===== config.mk =====
export PLATFORM = sky130hd
export DESIGN_NAME = clock_divider_bank
export DESIGN_NICKNAME = d
export VERILOG_FILES = /design/src/rtl/clock_divider_bank.sv
export SDC_FILE = /design/constraint.sdc
export NUM_CORES = 2
export LEC_CHECK = 0
export BUFFER_PORTS_ARGS = -buffer_cell sky130_fd_sc_hd__buf_2
export CORE_MARGIN = 2
export CORE_UTILIZATION = 45
export CTS_BUF_LIST = sky130_fd_sc_hd__clkbuf_8 sky130_fd_sc_hd__clkbuf_16
export CTS_CLUSTER_SIZE = 16
export DETAILED_ROUTE_END_ITERATION = 10
export GPL_TIMING_DRIVEN = 0
export RECOVER_POWER = 100
export SETUP_SLACK_MARGIN = 0.15
export SYNTH_ARGS = -nofsm -noshare
export SYNTH_HDL_FRONTEND = slang
export SYNTH_SLANG_ARGS = --single-unit

===== constraint.sdc =====
create_clock -name clk -period 9.2 [get_ports clk]
set_input_delay 1.84 -clock clk [delete_from_list [all_inputs] [get_ports clk]]
set_output_delay 1.84 -clock clk [all_outputs]
set_load 0.05 [all_outputs]

===== src/rtl/clock_divider_bank.sv =====
// rtl/clock_divider_bank.sv - bank of independent programmable clock dividers with tick outputs
module clock_divider_bank #(
    parameter int F_CLK       = 50000000,
    parameter int CHANNELS    = 4,
    parameter int DIV_W       = 32,
    parameter int DEFAULT_DIV = F_CLK,
    localparam int CH_W       = (CHANNELS > 1) ? $clog2(CHANNELS) : 1
) (
    input  logic                clk,
    input  logic                rst,
    input  logic [CHANNELS-1:0] en,
    input  logic                sync,
    input  logic                cfg_we,
    input  logic [CH_W-1:0]     cfg_ch,
    input  logic [DIV_W-1:0]    cfg_div,
    output logic [CHANNELS-1:0] clk_slow,
    output logic [CHANNELS-1:0] one_pulse
);

    localparam logic [DIV_W-1:0] DEF_DIV = DIV_W'(DEFAULT_DIV);
    localparam logic [DIV_W-1:0] MIN_DIV = DIV_W'(2);

    logic [DIV_W-1:0]    act_div   [CHANNELS];
    logic [DIV_W-1:0]    shd_div   [CHANNELS];
    logic [DIV_W-1:0]    cnt       [CHANNELS];
    logic [DIV_W-1:0]    act_div_n [CHANNELS];
    logic [DIV_W-1:0]    shd_div_n [CHANNELS];
    logic [DIV_W-1:0]    cnt_n     [CHANNELS];
    logic [CHANNELS-1:0] clk_slow_n;
    logic [CHANNELS-1:0] one_pulse_n;
    logic [DIV_W-1:0]    wr_div;
    logic                cfg_ok;

    always_comb begin
        wr_div      = (cfg_div < MIN_DIV) ? MIN_DIV : cfg_div;
        cfg_ok      = int'(cfg_ch) < CHANNELS;
        clk_slow_n  = '0;
        one_pulse_n = '0;
        for (int i = 0; i < CHANNELS; i++) begin
            act_div_n[i] = act_div[i];
            shd_div_n[i] = shd_div[i];
            cnt_n[i]     = cnt[i];
            if (cfg_we && cfg_ok && (cfg_ch == CH_W'(i))) begin
                shd_div_n[i] = wr_div;
            end
            if (!en[i]) begin
                // Parked one short of the period so the first enabled edge wraps and ticks.
                act_div_n[i] = shd_div[i];
                cnt_n[i]     = shd_div[i] - 1'b1;
            end else begin
                if ((cnt[i] == act_div[i] - 1'b1) || sync) begin
                    cnt_n[i]     = '0;
                    act_div_n[i] = shd_div[i];
                end else begin
                    cnt_n[i] = cnt[i] + 1'b1;
                end
                clk_slow_n[i]  = cnt_n[i] < (act_div_n[i] - (act_div_n[i] >> 1));
                one_pulse_n[i] = (cnt_n[i] == '0);
            end
        end
    end

    always_ff @(posedge clk) begin
        if (rst) begin
            for (int i = 0; i < CHANNELS; i++) begin
                act_div[i] <= DEF_DIV;
                shd_div[i] <= DEF_DIV;
                cnt[i]     <= DEF_DIV - 1'b1;
            end
            clk_slow  <= '0;
            one_pulse <= '0;
        end else begin
            for (int i = 0; i < CHANNELS; i++) begin
                act_div[i] <= act_div_n[i];
                shd_div[i] <= shd_div_n[i];
                cnt[i]     <= cnt_n[i];
            end
            clk_slow  <= clk_slow_n;
            one_pulse <= one_pulse_n;
        end
    end

endmodule


==> results.toml <==
[floorplanning]
floorplan.io_pins = 50
die_width_um = 281
initial_core_util_pct = 45.4
num_rows = 101
fp.dieArea_um2 = 78900
chipHeight_um = 281
fp.coreArea_um2 = 75900

[logic_synthesis]
flip_flop_cell_with_the_highest_count_after_synthesis = "sky130_fd_sc_hd__dfxtp_1"
dominant_combinational_cell_family_by_area_after_synthesis = "simple AND/OR/NAND/NOR gates"
synth_enable_flop_cells = 0
synth_sequential_area_ratio_pct = 22.8
netlist_instances = 4611
synth_compound_gate_area_share_pct = 17.1
synthDistinctLibCells = 93
muxShareOfSynthArea_pct = 5.13
avgSynthCellArea_um2 = 7.48
synthesis.area_um2 = 34500
simple_gate_fraction_of_synth_area_pct = 27.4
yosys_warnings = 0
synth_fa_ha_area_share_pct = 9.60
postSynthNetCount = 4912
asr_flop_ratio_synth_pct = 0
ys_seq_elements = 392
synthXorXnorAreaFrac_pct = 12.6

[cts]
cts_hold_buffers = 0
cts.sink_count = 392
clockRootBuffer = "sky130_fd_sc_hd__clkbuf_16"
cts_tree = "built"
clkSlewWorstSetupHoldPaths_ns = 0.06
cts_inserted_buffers = 49
cts_max_level = 2
clkLatencyLatePin_ns = 0.62
buffers_from_clock_root_to_sink_at_most = 3

[power_and_ir_drop]
max-vdd-ir-drop_v = 0.000143
design_power_total_mw = 5.78
total_switching_power_mw = 2.09
power.density_nw_per_um2 = 150
p_leak_nw = 16.0
power_switching_share_pct = 36.2
power.share.clock_pct = 35.4
comb_power_share_pct = 31.5
internal_power_mw = 3.69
power_frac_seq_pct = 33.1

[global_routing]
gr-usage-all-layers_pct = 30.5
busiest_layer = "met2"
grt_pass1_wl_mm = 187
global_route_total_overflow = 0
grt_antenna_before_repair = 10
grt_max_degree = 14
number_of_global_route_vias_before_repair = 31100
gr-usage-met1_pct = 42.1
gr-usage-met3_pct = 4.90
grt_util_met2_pct = 48.7

[critical_path]
crit_fanout = 10
critPathArrivalTime_ns = 9.27
timing.critical_path.required_ns = 9.71
endpoint_kind = "flip-flop"
crit_path_max_incr_delay_ns = 0.65
critPathSlowestCell = "sky130_fd_sc_hd__or4b_2"
critical-path-top-cell-by-count = "sky130_fd_sc_hd__ha_1"
critPathKind = "flip-flop to flip-flop"
timing.critical_path.from_type = "flip-flop"

[layout]
final_cell_mix = "sky130_fd_sc_hd__nor2_1, sky130_fd_sc_hd__nand2_1, sky130_fd_sc_hd__dfxtp_1, sky130_fd_sc_hd__a21oi_1, sky130_fd_sc_hd__xnor2_1"
fillCellCount = 7651
post_route_cells_drive_above_1_share_pct = 6.27
layout.core_utilization_pct = 50.6
areaGrowthSynthToFinish_pct = 11.5
final_net_count = 5026
mostFrequentLayoutCell = "sky130_fd_sc_hd__nor2_1"

[timing]
slew_headroom_pct = 19.6
finalHoldWorstSlack_ns = 0.522
hold_viol_final = 0
timing.final.max_slew_violations = 0
rsz0062_at_grt = "yes"
clock.fmax_mhz = 114
postLayoutSetupSlackWorst_ns = 0.442
tightest_slew_ns = 1.21
clock-skew-final_ns = 0.0238
timing.final.setup_violations = 0
post-route-min-period_ns = 8.76
finalCritPeriodShare_pct = 95.2
setup_tns_ns = 0

[drt]
drt-vias-per-instance = 5.85
drt_pre_antenna_iters = 6
drtIter0Drc = 3028
final_antenna_net_count = 0
drt_drc_violations_left = 0
finalWirelength_mm = 124
route.vias.total = 33900
post_drt_wl_per_cell_um = 21.3

[place]
port_buffers = 45
gp_congestion = 1.01
place_ws_ns = -1.66
detailed_place_hpwl_mm = 95.7

[run_status]
run_status = "finished, final reports clean"

[run]
cap_viol_max_count = 0

[worst_hold_path]
holdCritPathClass = "flip-flop to flip-flop"
==> stage by stage <==
stage,instance area (µm²),std cells
floorplan,34500,4611
global placement,36000,5686
detailed placement,36000,5686
CTS,38000,5779
global route,38400,5795
finish,38400,5797
==> Yosys cell counts, types with 45 or more instances <==
library cell / n / area [µm²]
sky130_fd_sc_hd__nor2_1: 496 / 1860
sky130_fd_sc_hd__nand2_1: 439 / 1650
sky130_fd_sc_hd__dfxtp_1: 392 / 7850
sky130_fd_sc_hd__a21oi_1: 302 / 1510
sky130_fd_sc_hd__xnor2_1: 265 / 2320
sky130_fd_sc_hd__ha_1: 255 / 3190
sky130_fd_sc_hd__clkbuf_1: 240 / 901
sky130_fd_sc_hd__xor2_1: 232 / 2030
sky130_fd_sc_hd__inv_1: 209 / 785
sky130_fd_sc_hd__o21ai_0: 175 / 876
sky130_fd_sc_hd__nand2b_1: 128 / 801
sky130_fd_sc_hd__nand3_1: 122 / 611
sky130_fd_sc_hd__nor3_1: 122 / 611
sky130_fd_sc_hd__mux2i_1: 117 / 1170
sky130_fd_sc_hd__a211oi_1: 107 / 803
sky130_fd_sc_hd__nor2b_1: 100 / 626
sky130_fd_sc_hd__nor4_1: 79 / 494
sky130_fd_sc_hd__nand4_1: 78 / 488
sky130_fd_sc_hd__a21o_1: 73 / 548
sky130_fd_sc_hd__nand3b_1: 66 / 495
sky130_fd_sc_hd__and3_1: 54 / 338
sky130_fd_sc_hd__mux2_2: 50 / 563
sky130_fd_sc_hd__a211o_1: 45 / 394
sky130_fd_sc_hd__or3_1: 45 / 282
==> power groups by stage <==
| stage | Clock, mW | Sequential [mW] | Combinational, mW |
|---|---|---|---|
| detailed placement | 0 | 1.94 | 1.73 |
| global placement | 0 | 1.94 | 1.72 |
| floorplan | 0 | 1.90 | 1.29 |
| global route | 2.13 | 1.92 | 2.01 |
| CTS | 2.06 | 1.91 | 1.76 |
| finish | 2.05 | 1.91 | 1.82 |
==> per-layer routing <==
metal / part of all wire (%) / vias to the layer above / wire [µm]
met1: 45 / 16000 / 55500
li1: - / 16400 / -
met4: 3.1 / 10 / 3880
met5: 0.044 / - / 54
met2: 44 / 1199 / 54400
met3: 7.9 / 223 / 9740
==> critical path: cells and delay by family, from the launching register on <==
| family | cells | cell delay, ns |
|---|---|---|
| multiplexers | 1 | 0.25 |
| buffers and inverters | 4 | 0.59 |
| adder cells (fa/ha/maj) | 4 | 1.09 |
| XOR/XNOR | 1 | 0.20 |
| AO/OA/AOI/OAI | 17 | 3.56 |
| flip-flops | 1 | 0.40 |
| AND/OR/NAND/NOR | 9 | 2.54 |
==> timing repair <==
action / 4_1_cts / 5_1_grt
pin swaps: 2 / 20
resized for setup: 67 / 89
endpoints found under the setup margin: 4 / 4
buffers inserted: 2 / 17
==> registers in the layout (all words and copies together), names as in the netlist <==
name       cells
one_pulse      4
shd_div      128
act_div      128
clk_slow       4
cnt          128
==> layout make-up <==
| class | count | area (µm²) | share of cell area [%] |
|---|---|---|---|
| clock inverters | 34 | 303 | 0.788 |
| flip-flops and latches | 392 | 7850 | 20.4 |
| repair buffers | 64 | 358 | 0.931 |
| inverters | 211 | 792 | 2.06 |
| well taps | 1030 | 1290 | 3.35 |
| multi-input cells | 3739 | 25400 | 66.0 |
| plain buffers | 268 | 1110 | 2.89 |
| clock buffers | 57 | 1360 | 3.54 |
| diodes | 2 | 5.00 | 0.0130 |
==> path summary, 6_finish.rpt <==
kind	startpoint	endpoint	slack [ns]	cells past startpoint
hold / removal	shd_div[2][31]	shd_div[2][31]	0.52	2
hold reg to reg	shd_div[2][31]	shd_div[2][31]	0.52	2
setup reg to reg	act_div[2][0]	clk_slow[2]	0.44	36
setup / recovery	act_div[2][0]	clk_slow[2]	0.44	36
==> kinds of logic after synthesis <==
logic type | count (synthesis)
muxes | 170
adders and majority gates | 263
buffers and inverters | 480
AOI/OAI and AO/OA | 924
xor gates and xnor gates | 497
DFF | 392
and+or+nand+nor | 1885
No activity file was read; power rests on OpenSTA's default activity.
